==> config.mk <==
export PLATFORM = sky130hd
export DESIGN_NAME = hline_scheduler_flat
export DESIGN_NICKNAME = d
export VERILOG_FILES = /design/src/rtl/hline_sched_pkg.sv /design/src/rtl/hline_scheduler_if.sv /design/src/rtl/rise_detect.sv /design/src/rtl/hline_scheduler.sv /design/src/flat_wrapper.sv
export SDC_FILE = /design/constraint.sdc
export NUM_CORES = 1
export LEC_CHECK = 0
export CORE_UTILIZATION = 50
export DETAILED_ROUTE_END_ITERATION = 10
export PLACE_DENSITY = 0.78
export SLEW_MARGIN = 20
export SYNTH_ARGS = -nofsm -noshare
export SYNTH_HDL_FRONTEND = slang
export SYNTH_SLANG_ARGS = --single-unit
==> constraint.sdc <==
create_clock -name clk -period 3.4 [get_ports clk]
set_input_delay 0.68 -clock clk [delete_from_list [all_inputs] [get_ports clk]]
set_output_delay 0.68 -clock clk [all_outputs]
set_load 0.05 [all_outputs]
==> src/rtl/hline_sched_pkg.sv <==
// hline_sched_pkg: shared states and timing constants for the hline scheduler
package hline_sched_pkg;
  typedef enum logic [2:0] {IDLE, LOAD, RUN, HIT, OVER} state_t;
  localparam int NUM_LINES      = 3;
  localparam int STAGGER_FRAMES = 32;
  localparam int FLASH_HALF     = 8;
  localparam int FLASH_TOGGLES  = 8;
  localparam int LIVES_INIT     = 3;
  localparam int FRAME_MAX      = (NUM_LINES - 1) * STAGGER_FRAMES;
endpackage

==> src/rtl/hline_scheduler_if.sv <==
// hline_scheduler_if: game inputs and per-line control outputs of the scheduler
interface hline_scheduler_if;
  import hline_sched_pkg::*;
  logic frame, btn_go, hit, pass;
  logic [NUM_LINES-1:0] start_machine, load_counter, stop;
  logic flash, game_over;
  logic [1:0] lives;
  logic [7:0] score;
  modport master (output frame, btn_go, hit, pass,
                  input start_machine, load_counter, stop, flash, lives, score, game_over);
  modport slave (input frame, btn_go, hit, pass,
                 output start_machine, load_counter, stop, flash, lives, score, game_over);
endinterface

==> src/rtl/rise_detect.sv <==
// rise_detect: one-bit rising-edge detector against a registered history bit
module rise_detect (
  input  logic clk,
  input  logic reset_n,
  input  logic d,
  output logic rise
);
  logic prev_q;
  always_ff @(posedge clk)
    if (!reset_n) prev_q <= 1'b0;
    else prev_q <= d;
  assign rise = d & ~prev_q;
endmodule

==> src/rtl/hline_scheduler.sv <==
// hline_scheduler: game FSM sequencing line load, staggered start, hit flash and lives/score
module hline_scheduler import hline_sched_pkg::*; (
  input logic clk,
  input logic reset,
  hline_scheduler_if.slave bus
);
  logic frame_rise, go_rise, pass_rise, toggle, hit_run;
  state_t state_q, state_d;
  logic [6:0] frame_cnt_q, frame_cnt_d;
  logic [2:0] flash_cnt_q, flash_cnt_d, toggle_cnt_q, toggle_cnt_d;
  logic [1:0] lives_q, lives_d;
  logic [7:0] score_q, score_d;
  logic [NUM_LINES-1:0] start_q, start_d, stop_q, stop_d, load_q, load_d, stag;
  logic flash_q, flash_d, over_q, over_d;

  rise_detect u_frame (.clk(clk), .reset_n(reset), .d(bus.frame),  .rise(frame_rise));
  rise_detect u_go    (.clk(clk), .reset_n(reset), .d(bus.btn_go), .rise(go_rise));
  rise_detect u_pass  (.clk(clk), .reset_n(reset), .d(bus.pass),   .rise(pass_rise));

  always_comb begin
    state_d      = state_q;
    frame_cnt_d  = frame_cnt_q;
    flash_cnt_d  = flash_cnt_q;
    toggle_cnt_d = toggle_cnt_q;
    lives_d      = lives_q;
    score_d      = score_q;
    for (int k = 0; k < NUM_LINES; k++) stag[k] = int'(frame_cnt_q) >= k * STAGGER_FRAMES;
    toggle  = state_q == HIT && frame_rise && flash_cnt_q == 3'(FLASH_HALF - 1);
    hit_run = state_q == RUN && bus.hit;
    if ((state_q == IDLE || state_q == OVER) && go_rise) begin
      state_d     = LOAD;
      lives_d     = 2'(LIVES_INIT);
      score_d     = '0;
      frame_cnt_d = '0;
    end else if (state_q == LOAD && frame_rise) begin
      state_d     = frame_cnt_q == 7'd1 ? RUN : LOAD;
      frame_cnt_d = frame_cnt_q == 7'd1 ? 7'd0 : frame_cnt_q + 7'd1;
    end else if (hit_run) begin
      state_d      = HIT;
      lives_d      = lives_q == 2'd0 ? 2'd0 : lives_q - 2'd1;
      flash_cnt_d  = '0;
      toggle_cnt_d = '0;
    end else if (state_q == RUN) begin
      frame_cnt_d = frame_rise && frame_cnt_q != 7'(FRAME_MAX) ? frame_cnt_q + 7'd1 : frame_cnt_q;
      score_d     = pass_rise && score_q != 8'hff ? score_q + 8'd1 : score_q;
    end else if (state_q == HIT && frame_rise) begin
      flash_cnt_d  = toggle ? 3'd0 : flash_cnt_q + 3'd1;
      toggle_cnt_d = toggle ? toggle_cnt_q + 3'd1 : toggle_cnt_q;
      if (toggle && toggle_cnt_q == 3'(FLASH_TOGGLES - 1)) begin
        state_d     = lives_q == 2'd0 ? OVER : LOAD;
        frame_cnt_d = '0;
      end
    end
    // Stagger is only accumulated while staying in RUN so entry always starts from 000
    load_d  = state_d == IDLE || state_d == LOAD ? '1 : '0;
    stop_d  = state_d == RUN && state_q == RUN ? stop_q | stag : '0;
    start_d = state_d == HIT ? start_q : stop_d;
    flash_d = state_d == HIT ? flash_q ^ toggle : 1'b1;
    over_d  = state_d == OVER;
  end

  always_ff @(posedge clk)
    if (!reset) begin
      state_q      <= IDLE;
      frame_cnt_q  <= '0;
      flash_cnt_q  <= '0;
      toggle_cnt_q <= '0;
      lives_q      <= 2'(LIVES_INIT);
      score_q      <= '0;
      start_q      <= '0;
      stop_q       <= '0;
      load_q       <= '1;
      flash_q      <= 1'b1;
      over_q       <= 1'b0;
    end else begin
      state_q      <= state_d;
      frame_cnt_q  <= frame_cnt_d;
      flash_cnt_q  <= flash_cnt_d;
      toggle_cnt_q <= toggle_cnt_d;
      lives_q      <= lives_d;
      score_q      <= score_d;
      start_q      <= start_d;
      stop_q       <= stop_d;
      load_q       <= load_d;
      flash_q      <= flash_d;
      over_q       <= over_d;
    end

  assign bus.start_machine = start_q;
  assign bus.stop          = stop_q;
  assign bus.load_counter  = load_q;
  assign bus.flash         = flash_q;
  assign bus.lives         = lives_q;
  assign bus.score         = score_q;
  assign bus.game_over     = over_q;
endmodule

==> src/flat_wrapper.sv <==
// flat-port wrapper written by rule: the top's interface ports become plain ports
module hline_scheduler_flat import hline_sched_pkg::*;
  (clk, reset, bus_frame, bus_btn_go, bus_hit, bus_pass, bus_start_machine, bus_load_counter, bus_stop, bus_flash, bus_lives, bus_score, bus_game_over);
  hline_scheduler_if bus_i ();
  input logic clk;
  input logic reset;
  input wire logic [$bits(bus_i.frame)-1:0] bus_frame;
  input wire logic [$bits(bus_i.btn_go)-1:0] bus_btn_go;
  input wire logic [$bits(bus_i.hit)-1:0] bus_hit;
  input wire logic [$bits(bus_i.pass)-1:0] bus_pass;
  output wire logic [$bits(bus_i.start_machine)-1:0] bus_start_machine;
  output wire logic [$bits(bus_i.load_counter)-1:0] bus_load_counter;
  output wire logic [$bits(bus_i.stop)-1:0] bus_stop;
  output wire logic [$bits(bus_i.flash)-1:0] bus_flash;
  output wire logic [$bits(bus_i.lives)-1:0] bus_lives;
  output wire logic [$bits(bus_i.score)-1:0] bus_score;
  output wire logic [$bits(bus_i.game_over)-1:0] bus_game_over;
  assign bus_i.frame = bus_frame;
  assign bus_i.btn_go = bus_btn_go;
  assign bus_i.hit = bus_hit;
  assign bus_i.pass = bus_pass;
  assign bus_start_machine = bus_i.start_machine;
  assign bus_load_counter = bus_i.load_counter;
  assign bus_stop = bus_i.stop;
  assign bus_flash = bus_i.flash;
  assign bus_lives = bus_i.lives;
  assign bus_score = bus_i.score;
  assign bus_game_over = bus_i.game_over;
  hline_scheduler u_core (.clk(clk), .reset(reset), .bus(bus_i));
endmodule
; ---- Word-level counts from Yosys, hierarchy flattened
; Index checks and enable logic that the tools add are counted.
[word_totals]
reg_bits = 40
input_bits = 6
out_inout_bits = 21
word_cells = 100
[op_classes]
addsub = 5
order_cmp = 2
n_eq_ne = 16
n_mux = 26
bitwise = 12
reduce_logical = 25
[op_table]
columns = cell, n
row1 = $mux 3, 17
row2 = $mux 7, 7
row3 = $eq 3x2->1 const B, 4
row4 = $eq 3x3->1 const B, 4
row5 = $reduce_and 4->1, 3
row6 = $logic_and 1x1->1, 9
row7 = $add 8x1->8 const B, 1
row8 = $ne 8x8->1 const B, 1
row9 = $add 7x1->7 const B, 1
row10 = $eq 7x1->1 const B, 1
row11 = $ge 7x6->1 const B, 1
row12 = $ge 7x7->1 const B, 1
row13 = $ne 7x7->1 const B, 1
row14 = $not 1->1, 7
row15 = $add 3x1->3 const B, 2
row16 = $eq 3x1->1 const B, 2
row17 = $logic_not 3->1, 2
row18 = $reduce_bool 3->1, 2
row19 = $reduce_and 5->1, 1
row20 = $mux 2, 2
row21 = $reduce_and 2->1, 2
row22 = $reduce_bool 2->1, 2
row23 = $and 1x1->1, 3
row24 = $ne 3x2->1 const B, 1
row25 = 8 further kinds, 9

; ---- Logic depth before layout (Yosys ltp)
; Gate-level depths: netlist of the first run.
[logic_depth]
depth_word = 14
depth_mapped = 7
depth_no_buf = 6

; ---- Hierarchy
; Synthesis of the first run repeated with hierarchy kept, for this count alone.
[hier_totals]
hier_cells = 215
hier_area_um2 = 1954.4
[by_module_without_submodules]
columns = module, instances, cells_each, area_each_um2, seq_area_each_um2
row1 = hline_scheduler, 1, 206, 1834.3, 700.7
row2 = rise_detect, 3, 3, 40.0, 20.0

; ---- Worst setup path before layout of the first run
; OpenSTA, ideal clock, no wires.
[synth_path]
path_type = in2reg
startpoint = in bus_hit
endpoint = reg u_core.frame_cnt_q[4]
setup_time_ps = 72
t_arrival_ps = 1887
t_required_ps = 3328
setup_slack_ps = 1442
cell_stages = 4
path_buffers = 0
path_cell_list = or3b_1 a41o_1 a2111oi_2 mux2i_1
[synth_via]
elab_chain_len = 3
[synth_rtl]
columns = element, line_no
row1 = "start, declared", flat_wrapper.sv:9  ; input wire logic [$bits(bus_i.hit)-1:0] bus_hit;
row2 = $logic_and 1x1->1, hline_scheduler.sv:29  ; hit_run = state_q == RUN && bus.hit;
row3 = $ne 2x2->1 (no line), n/a
row4 = $reduce_and 4->1 (no line), n/a
row5 = "end signal, assigned", hline_scheduler.sv:77  ; frame_cnt_q <= frame_cnt_d;
row6 = "end, declared", hline_scheduler.sv:9  ; logic [6:0] frame_cnt_q, frame_cnt_d;
; Every way passes these cells.
; A chain may end at the register's enable or synchronous reset.

; ---- Worst setup path in the final report of the first run
[layout_path]
startpoint = in bus_hit
endpoint = reg u_core.score_q[4] (netlist: u_core.bus.score[4])
[layout_via]
elab_chain_len = 3
[layout_rtl]
columns = element, line_no
row1 = $logic_and 1x1->1, hline_scheduler.sv:29
row2 = $not 1->1 (no line), n/a
row3 = $reduce_and 4->1 (no line), n/a
row4 = "end signal, assigned", hline_scheduler.sv:81  ; score_q <= score_d;
row5 = "end, declared", hline_scheduler.sv:12  ; logic [7:0] score_q, score_d;
; Every way passes these cells.

==> results of run 1 <==
==> final timing paths <==
kind / slack (ns) / endpoint / cells past startpoint
max: 1.01 / u_core.bus.score[4] / 5
min reg2reg: 0.46 / u_core.bus.start_machine[1] / 1
min: 0.46 / u_core.bus.start_machine[1] / 1
max reg2reg: 1.39 / u_core.bus.score[4] / 4
==> state kept, by name, summed over array words and instances, names as in the netlist <==
name	flops
u_core.bus.start_machine	3
u_core.bus.game_over	1
u_core.flash_cnt_q	3
u_core.frame_cnt_q	7
u_core.u_go.prev_q	1
u_core.toggle_cnt_q	3
u_core.u_pass.prev_q	1
u_core.state_q	3
u_core.bus.load_counter	1
u_core.u_frame.prev_q	1
u_core.bus.score	8
u_core.bus.stop	3
u_core.bus.lives	2
u_core.bus.flash	1
==> per-stage QoR <==
step | utilization | total power, mW | setup slack, ns | cells
6_report | 0.631 | 0.874 | 1.01 | 282
2_1_floorplan | - | 0.505 | 1.44 | 205
4_1_cts | 0.631 | 0.877 | 1.02 | 282
3_3_place_gp | 0.601 | 0.522 | 0.804 | 274
3_5_place_dp | 0.601 | 0.522 | 0.723 | 274
5_1_grt | 0.631 | 0.902 | 0.906 | 282
==> cell usage in the layout, fill, tap and decap left out, types with 6 or more instances in the layout <==
cell type         n
dfxtp_1          38
clkdlybuf4s50_1  26
nand3_1          17
nand2_1          16
nor2_1           14
mux2i_1          12
a21oi_1          10
ha_1              8
clkbuf_8          8
inv_1             7
o21ai_0           6
==> synthesized netlist by cell type, types with 3 or more instances <==
cell | number | area, sq um
a21oi_1 | 10 | 50.1
mux2i_1 | 12 | 120
buf_2 | 3 | 15.0
inv_1 | 7 | 26.3
nand2b_1 | 3 | 18.8
nand3b_1 | 3 | 22.5
nand4_1 | 3 | 18.8
dfxtp_1 | 38 | 761
nand2_1 | 16 | 60.1
or3_1 | 4 | 25.0
ha_1 | 8 | 100
o21ai_0 | 6 | 30.0
and2_1 | 5 | 31.3
nor2_1 | 14 | 52.6
nand3_1 | 17 | 85.1
a2111oi_2 | 3 | 45.0
==> final cells by class <==
class	instances	share of cell area
multi-input cells	152	0.465
flip-flops and latches	38	0.329
repair buffers	28	0.119
clock buffers	8	0.0477
well taps	48	0.0260
inverters	8	0.0130
==> power by group through the flow <==
stage	Combinational, mW	Sequential (mW)	Clock [mW]
floorplan	0.0423	0.463	0
global placement	0.0558	0.466	0
detailed placement	0.0561	0.466	0
CTS	0.0563	0.456	0.365
global route	0.0614	0.456	0.384
finish	0.0568	0.456	0.362
==> logic make-up (layout without fill, tap and decap cells) <==
kind of cell,Yosys count,after routing,synth area share
simple gates,92,92,0.286
compound gates,38,38,0.151
fa+ha+maj,8,8,0.0524
mux,12,12,0.0629
flops,38,38,0.398
xor+xnor,2,2,0.00918
buf+inv,15,44,0.0393
==> per-layer routing <==
| metal | global-route usage | routed length, um | up-vias |
|---|---|---|---|
| li1 | - | - | 815 |
| met2 | 0.322 | 1730 | 48 |
| met4 | 0.0767 | 67 | 0 |
| met1 | 0.259 | 1870 | 736 |
| met3 | 0.0429 | 156 | 10 |
| met5 | 0 | 0 | - |
==> critical path: stages <==
cell             delay (ns)
clkdlybuf4s50_1        0.52
nor4b_2                0.49
nand4b_1               0.27
or4_1                  0.46
a21oi_1                0.17
==> flow_metrics.env, run 1 <==
export IMPL_numCtsBuffers=5
export IMPL_vdd_drop_max_mv=0.225
export IMPL_wl_um=3820
export IMPL_required_ns=3.61
export IMPL_path_class="in -> reg"
export IMPL_multiInputGateArea_sq_um=1070
export IMPL_area_growth_pct=21.0
export IMPL_slew_headroom=0.594
export IMPL_switching_share=0.223
export IMPL_hold_buffers=0
export IMPL_layout_min_cycle_time_ns=2.39
export IMPL_drt_iter0_drc=110
export IMPL_clk_latency_ns=0.28
export IMPL_grt_ovfl_total=0
export IMPL_start_util=0.522
export IMPL_drt_pass1_iterations=4
export IMPL_num_nets_final=247
export IMPL_post_cts_buffers=0
export IMPL_drc_errors=0
export IMPL_ys_types=55
export IMPL_intPower_mw=0.680
export IMPL_setup_violations=0
export IMPL_cts_resized=0
export IMPL_status="complete, no violations"
export IMPL_async_flop_share=0
export IMPL_fin_crit_sh=0.704
export IMPL_worstPathMaxFanout=7
export IMPL_grt_max_degree=16
export IMPL_port_buffers=26
export IMPL_netSwitchingPower_mw=0.195
export IMPL_rows=22
export IMPL_design_area_sq_um=2310
export IMPL_max_clock_path_buffers=2
export IMPL_synth_edf_count=0
export IMPL_ys_flop_type="dfxtp_1"
export IMPL_dp_hpwl_um=2810
export IMPL_synthCells=205
export IMPL_leakagePower_nw=0.819
export IMPL_chipWidth_um=63.8
export IMPL_r2r_start="u_core.state_q[1]"
export IMPL_max_freq_mhz=418
export IMPL_hold_start="u_core.bus.start_machine[1]"
export IMPL_track_usage=0.199
export IMPL_antenna_found_initial=0
export IMPL_hold_viol=0
export IMPL_antenna_diode_count=0
export IMPL_core_area_sq_um=3660
export IMPL_num_fill_cells=328
export IMPL_worstMarginPinSlew_ns=0.607
export IMPL_cts_clk_slew_worst_paths_ns=0.07
export IMPL_hold_slack_ns=0.461
export IMPL_setup_tns_ns=0
export IMPL_gp_congestion=0.808
export IMPL_hold_class="reg -> reg"
export IMPL_syn_avg_cell_area_sq_um=9.31
export IMPL_maxCapViolCount=0
export IMPL_vias_per_cell=5.71
export IMPL_combPwrFrac=0.065
export IMPL_yosysSeqAreaShare=0.398
export IMPL_die_area_sq_um=4070
export IMPL_pwr_density_cell_nw_per_um2=378
export IMPL_die_y_um=63.8
export IMPL_drive_gt1_frac=0.0940
export IMPL_worstPathArrival_ns=2.60
export IMPL_vias=1609
export IMPL_clkSinkCount=38
export IMPL_yosys_warnings=0
export IMPL_ys_seq_elements=38
export IMPL_cts_tree="yes"
export IMPL_syn_num_nets=219
export IMPL_p_seq_frac=0.521
export IMPL_drv_slew=0
export IMPL_ant_nets=0
export IMPL_syn_cell_area_sq_um=1910
export IMPL_startpoint="bus_hit"
export IMPL_place_area_sq_um=2200
export IMPL_cts_root_buf="clkbuf_8"
export IMPL_grt_pass1_vias=1442
export IMPL_start_kind="input pin"
export IMPL_regArea_sq_um=761
export IMPL_clock_skew_ns=0.00132
export IMPL_routedWlPerCell_um=13.6
export IMPL_rsz0062_at_grt="no"
export IMPL_ios=27
export IMPL_pwr_share_clk=0.414
export IMPL_endpoint_kind="register"
export IMPL_grt_pass1_wl_um=6440
export IMPL_htree_levels=2
(Power assumes the default switching activity.)
==> run 2, diff against run 1 <==
==> constraint.sdc (replaced) <==
create_clock -name clk -period 2.4 [get_ports clk]
set_input_delay 0.48 -clock clk [delete_from_list [all_inputs] [get_ports clk]]
set_output_delay 0.48 -clock clk [all_outputs]
set_load 0.05 [all_outputs]
==> run 2 against run 1 <==
Against the previous run: first-iteration DRC count fell by 4.5%; register-to-register slack worse by 1.0 ns; clock power up 12%; combinational power is 53% higher; total power is 30% higher; final cell count grew 2.5%; clock skew rose by 0.0053 ns; sequential power up 42%; highest routed layer unchanged; worst hold slack worse by 0.00052 ns.
==> flow_metrics.env, run 2 (synthesis results as in run 1) <==
export IMPL_r2r_slack_ns=0.37
export IMPL_htree_levels=2
export IMPL_worstPathArrival_ns=2.33
export IMPL_cts_clk_slew_worst_paths_ns=0.07
export IMPL_vdd_drop_max_mv=0.345
export IMPL_final_common_cell="dfxtp_1"
export IMPL_worstMarginPinSlew_ns=0.594
export IMPL_required_ns=2.61
export IMPL_drt_iter0_drc=105
export IMPL_die_y_um=63.8
export IMPL_fin_crit_sh=0.881
export IMPL_r2r_start="u_core.flash_cnt_q[0]"
export IMPL_num_nets_final=255
export IMPL_ant_nets=0
export IMPL_dp_cells=282
export IMPL_final_cell_mix="38 x dfxtp_1, 26 x clkdlybuf4s50_1, 17 x nand3_1, 16 x nand2_1, 14 x nor2_1"
export IMPL_grt_pass1_vias=1545
export IMPL_max_clock_path_buffers=2
export IMPL_track_usage=0.217
export IMPL_layout_min_cycle_time_ns=2.11
export IMPL_clock_skew_ns=0.00664
export IMPL_endpoint_kind="register"
export IMPL_hold_class="reg -> reg"
export IMPL_start_kind="input pin"
export IMPL_dp_hpwl_um=2910
export IMPL_hold_start="u_core.bus.start_machine[1]"
export IMPL_numCtsBuffers=5
export IMPL_gp_congestion=0.843
export IMPL_clk_latency_ns=0.29
export IMPL_antenna_found_initial=0
export IMPL_place_area_sq_um=2260
export IMPL_path_class="in -> reg"
export IMPL_r2r_cells=6
export IMPL_antenna_diode_count=0
export IMPL_cts_resized=0
export IMPL_pwr_density_cell_nw_per_um2=487
export IMPL_cts_root_buf="clkbuf_8"
export IMPL_grt_pass1_wl_um=6860
export IMPL_slew_headroom=0.602
export IMPL_design_area_sq_um=2340
export IMPL_routedWlPerCell_um=13.6
export IMPL_total_power_mw=1.14
export IMPL_vias=1640
export IMPL_max_freq_mhz=473
export IMPL_grt_max_degree=16
export IMPL_hold_buffers=0
export IMPL_largest_reg_flops=8
export IMPL_grt_ovfl_total=0
export IMPL_post_cts_buffers=0
export IMPL_area_growth_pct=22.3
export IMPL_hold_viol=0
export IMPL_drv_slew=0
export IMPL_instances_no_fill=289
export IMPL_start_util=0.522
export IMPL_cts_tree="yes"
export IMPL_drive_gt1_frac=0.112
export IMPL_worstPathMaxFanout=6
export IMPL_wl_um=3940
export IMPL_drt_pass1_iterations=4
export IMPL_port_buffers=26
export IMPL_rsz0062_at_grt="no"
export IMPL_drc_errors=0
export IMPL_utilization=0.638
export IMPL_reg2reg_to="u_core.frame_cnt_q[6]"
export IMPL_setup_violations=0
export IMPL_die_area_sq_um=4070
export IMPL_status="complete, no violations"
export IMPL_core_area_sq_um=3660
export IMPL_vias_per_cell=5.67
export IMPL_whs_path_depth=1
export IMPL_clkSinkCount=38
export IMPL_leakagePower_nw=0.840
export IMPL_rows=22
export IMPL_setup_tns_ns=0
export IMPL_ios=27
export IMPL_hold_path_end="u_core.bus.start_machine[1]"
export IMPL_chipWidth_um=63.8
export IMPL_maxCapViolCount=0
-- run 2: changes by cell type in the layout (fill, tap and decap cells not counted) --
| cell | delta |
|---|---|
| buf_4 | +8 |
| clkbuf_1 | +2 |
| clkbuf_8 | -3 |
-- run 2: power breakdown --
group	switching (mW)	total (mW)	internal [mW]	leakage, nW
registers	0.0100	0.646	0.636	0.307
logic	0.0453	0.0871	0.0418	0.495
clock network	0.204	0.404	0.200	0.0383
-- run 2: area by class of cell --
class                           instances  area (sq um)
Fill cell                             333          1330
Multi-Input combinational cell        152          1070
Sequential cell                        38           761
Timing Repair Buffer                   36           335
Clock buffer                            7          76.3
Tap cell                               48          60.1
Inverter                                8          30.0
-- run 2: how the worst max path moves through the flow --
stage | startpoint | endpoint | cells past startpoint
after CTS | bus_frame | u_core.frame_cnt_q[6] | 6
after global placement | bus_frame | u_core.frame_cnt_q[6] | 5
final | bus_frame | u_core.frame_cnt_q[6] | 6
after floorplan | u_core.flash_cnt_q[0] | u_core.frame_cnt_q[4] | 6
after detailed placement | bus_frame | u_core.frame_cnt_q[5] | 6
after global routing | bus_frame | u_core.frame_cnt_q[4] | 6
-- run 2: critical path, stage by stage --
cell and delay [ns]:
clkdlybuf4s50_1 0.49, buf_4 0.13, nand3b_2 0.10, a221o_1 0.45, a2111oi_2 0.43, mux2i_1 0.24
-- run 2: stage by stage --
stage,worst slack [ns],hold slack (ns)
6_report,0.286,0.460
5_1_grt,0.182,0.480
4_1_cts,0.275,0.465
3_5_place_dp,0.0272,0.443
3_3_place_gp,0.0802,0.430
2_1_floorplan,0.619,0.465
-- run 2: metal layers --
metal  global-route usage  share of wire
met1                0.269           0.46
met2                0.350           0.48
met3               0.0536          0.039
met4                0.105          0.020
met5                    0              0
==> run 3, diff against run 2 <==
--- a/config.mk
+++ b/config.mk
@@ -5,6 +5,7 @@
 export SDC_FILE = /design/constraint.sdc
 export NUM_CORES = 1
 export LEC_CHECK = 0
+export ABC_AREA = 1
 export CORE_UTILIZATION = 50
 export DETAILED_ROUTE_END_ITERATION = 10
 export PLACE_DENSITY = 0.78
==> run 3 against run 2 <==
Against the previous run: clock power rose by 13%; final cell count rose by 19%; cell area fell by 0.70%; synthesized cell count rose by 28%; combinational power rose by 60%; clock skew rose by 0.0010 ns; flip-flop and latch count did not move; wire length rose by 3.1%; first-iteration DRC count fell by 6.7%; critical path type is now reg -> out.
==> flow_metrics.env, run 3 <==
export IMPL_crit_family="buffers and inverters"
export IMPL_antenna_found_initial=0
export IMPL_path_cells="clkdlybuf4s50_1"
export IMPL_clock_skew_ns=0.00766
export IMPL_synthAdderAreaFrac=0.0524
export IMPL_worstPathMaxFanout=7
export IMPL_cts_clk_slew_worst_paths_ns=0.07
export IMPL_cts_tree="yes"
export IMPL_die_area_sq_um=4070
export IMPL_vias_per_cell=4.97
export IMPL_grt_ovfl_total=0
export IMPL_switching_share=0.263
export IMPL_layout_min_cycle_time_ns=2.06
export IMPL_status="complete, no violations"
export IMPL_hold_class="reg -> reg"
export IMPL_synth_top_family_by_area="simple AND/OR/NAND/NOR gates"
export IMPL_ys_seq_elements=38
export IMPL_num_nets_final=308
export IMPL_worstMarginPinSlew_ns=0.498
export IMPL_cts_root_buf="clkbuf_8"
export IMPL_p_seq_frac=0.523
export IMPL_synthXorXnorAreaFrac=0.0366
export IMPL_drv_slew=0
export IMPL_die_y_um=63.8
export IMPL_port_buffers=26
export IMPL_synthSimpleGateAreaFrac=0.313
export IMPL_pwr_density_cell_nw_per_um2=539
export IMPL_ant_nets=0
export IMPL_synth_common_cells="69 x nand2_1, 38 x dfxtp_1, 37 x inv_1, 23 x a21oi_1, 20 x nor2_1"
export IMPL_synth_compound_area_share=0.111
export IMPL_final_cell_mix="69 x nand2_1, 38 x dfxtp_1, 37 x inv_1, 26 x clkdlybuf4s50_1, 23 x a21oi_1"
export IMPL_yosys_warnings=0
export IMPL_yosysMostFrequentCell="nand2_1"
export IMPL_endpoint_kind="output port"
export IMPL_required_ns=1.92
export IMPL_rsz0062_at_grt="no"
export IMPL_largest_reg_flops=8
export IMPL_clkSinkCount=38
export IMPL_max_clock_path_buffers=2
export IMPL_drive_gt1_frac=0.0814
export IMPL_area_growth_pct=21.3
export IMPL_post_cts_buffers=0
export IMPL_hold_viol=0
export IMPL_syn_cell_area_sq_um=1910
export IMPL_final_common_cell="nand2_1"
export IMPL_utilization=0.634
export IMPL_worst_path_buf_inv=1
export IMPL_fin_crit_sh=0.859
export IMPL_clk_latency_ns=0.29
export IMPL_grt_pass1_vias=1580
export IMPL_netSwitchingPower_mw=0.328
export IMPL_ys_flop_type="dfxtp_1"
export IMPL_setup_violations=0
export IMPL_yosys_top_cells_area="dfxtp_1 40%, nand2_1 14%, inv_1 7.3%"
export IMPL_chipWidth_um=63.8
export IMPL_grt_pass1_wl_um=7110
export IMPL_drc_errors=0
export IMPL_grt_max_degree=12
export IMPL_cts_resized=0
export IMPL_setup_tns_ns=0
export IMPL_core_area_sq_um=3660
export IMPL_gp_congestion=0.876
export IMPL_hold_buffers=0
export IMPL_synth_area_mux_share=0
export IMPL_routedWlPerCell_um=11.8
export IMPL_wl_um=4060
export IMPL_start_util=0.522
export IMPL_pwr_share_clk=0.366
export IMPL_antenna_diode_count=0
export IMPL_synth_top_area_frac=0.398
export IMPL_drt_pass1_iterations=4
export IMPL_maxCapViolCount=0
export IMPL_yosysSeqAreaShare=0.398
export IMPL_track_usage=0.226
export IMPL_worstPathArrival_ns=1.58
export IMPL_max_stage_delay_ns=0.85
export IMPL_dp_hpwl_um=2890
export IMPL_rows=22
export IMPL_combPwrFrac=0.111
export IMPL_intPower_mw=0.921
export IMPL_slew_headroom=0.667
export IMPL_numCtsBuffers=5
export IMPL_path_class="reg -> out"
export IMPL_synth_top_cell_by_area="dfxtp_1"
export IMPL_syn_avg_cell_area_sq_um=7.30
export IMPL_max_freq_mhz=485
export IMPL_htree_levels=2
export IMPL_syn_num_nets=276
export IMPL_vdd_drop_max_mv=0.391
export IMPL_vias=1704
export IMPL_synthCells=262
export IMPL_drt_iter0_drc=98
export IMPL_ios=27
export IMPL_total_power_mw=1.25
export IMPL_leakagePower_nw=1.00
export IMPL_ys_types=30
export IMPL_async_flop_share=0
export IMPL_start_kind="register"
export IMPL_synth_edf_count=0
export IMPL_cp_slowest_cell="clkdlybuf4s50_1"
-- run 3: final timing paths --
check | slack, ns | cells past startpoint | from | end
worst max-delay path | 0.34 | 1 | u_core.bus.score[2] | bus_score[2]
worst max register to register | 0.75 | 7 | u_core.bus.score[0] | u_core.bus.score[5]
worst min register to register | 0.45 | 2 | u_core.bus.start_machine[2] | u_core.bus.start_machine[2]
worst min-delay path | 0.45 | 2 | u_core.bus.start_machine[2] | u_core.bus.start_machine[2]
-- run 3: layout make-up --
type                       instances  area [sq um]
inverter                          38           144
multi-input combinational        182           981
clock buffer                       7          86.3
fill                             316          1340
timing repair buffer              29           283
clock inverter                     1          5.00
sequential                        38           761
tap                               48          60.1
-- run 3: per-stage QoR --
step	hold WS, ns	cell area (sq um)	cells	worst slack (ns)
6_report	0.455	2320	343	0.339
5_1_grt	0.478	2320	343	0.285
4_1_cts	0.455	2320	343	0.329
3_5_place_dp	0.438	2230	335	0.330
3_3_place_gp	0.443	2230	335	0.373
2_1_floorplan	0.443	1910	262	0.583
-- run 3: kinds of logic (layout without fill, tap and decap cells) --
kind of cell / after synthesis / in the layout
xor gates and xnor gates: 8 / 8
and+or+nand+nor: 127 / 127
DFF: 38 / 38
adders and majority gates: 8 / 8
AOI/OAI and AO/OA: 39 / 39
buffers and inverters: 42 / 75
-- run 3: power by group through the flow --
stage | combinational, mW | sequential [mW] | clock, mW
2_1_floorplan | 0.0926 | 0.675 | 0
3_3_place_gp | 0.136 | 0.668 | 0
3_5_place_dp | 0.138 | 0.669 | 0
4_1_cts | 0.138 | 0.654 | 0.465
5_1_grt | 0.154 | 0.656 | 0.497
6_report | 0.139 | 0.654 | 0.457
-- run 3: layer usage --
| layer | track usage | up-vias | part of all wire |
|---|---|---|---|
| met4 | 0.0909 | 0 | 0.014 |
| met5 | 0 | - | 0 |
| met2 | 0.331 | 45 | 0.43 |
| li1 | - | 899 | - |
| met3 | 0.0679 | 5 | 0.047 |
| met1 | 0.306 | 755 | 0.51 |
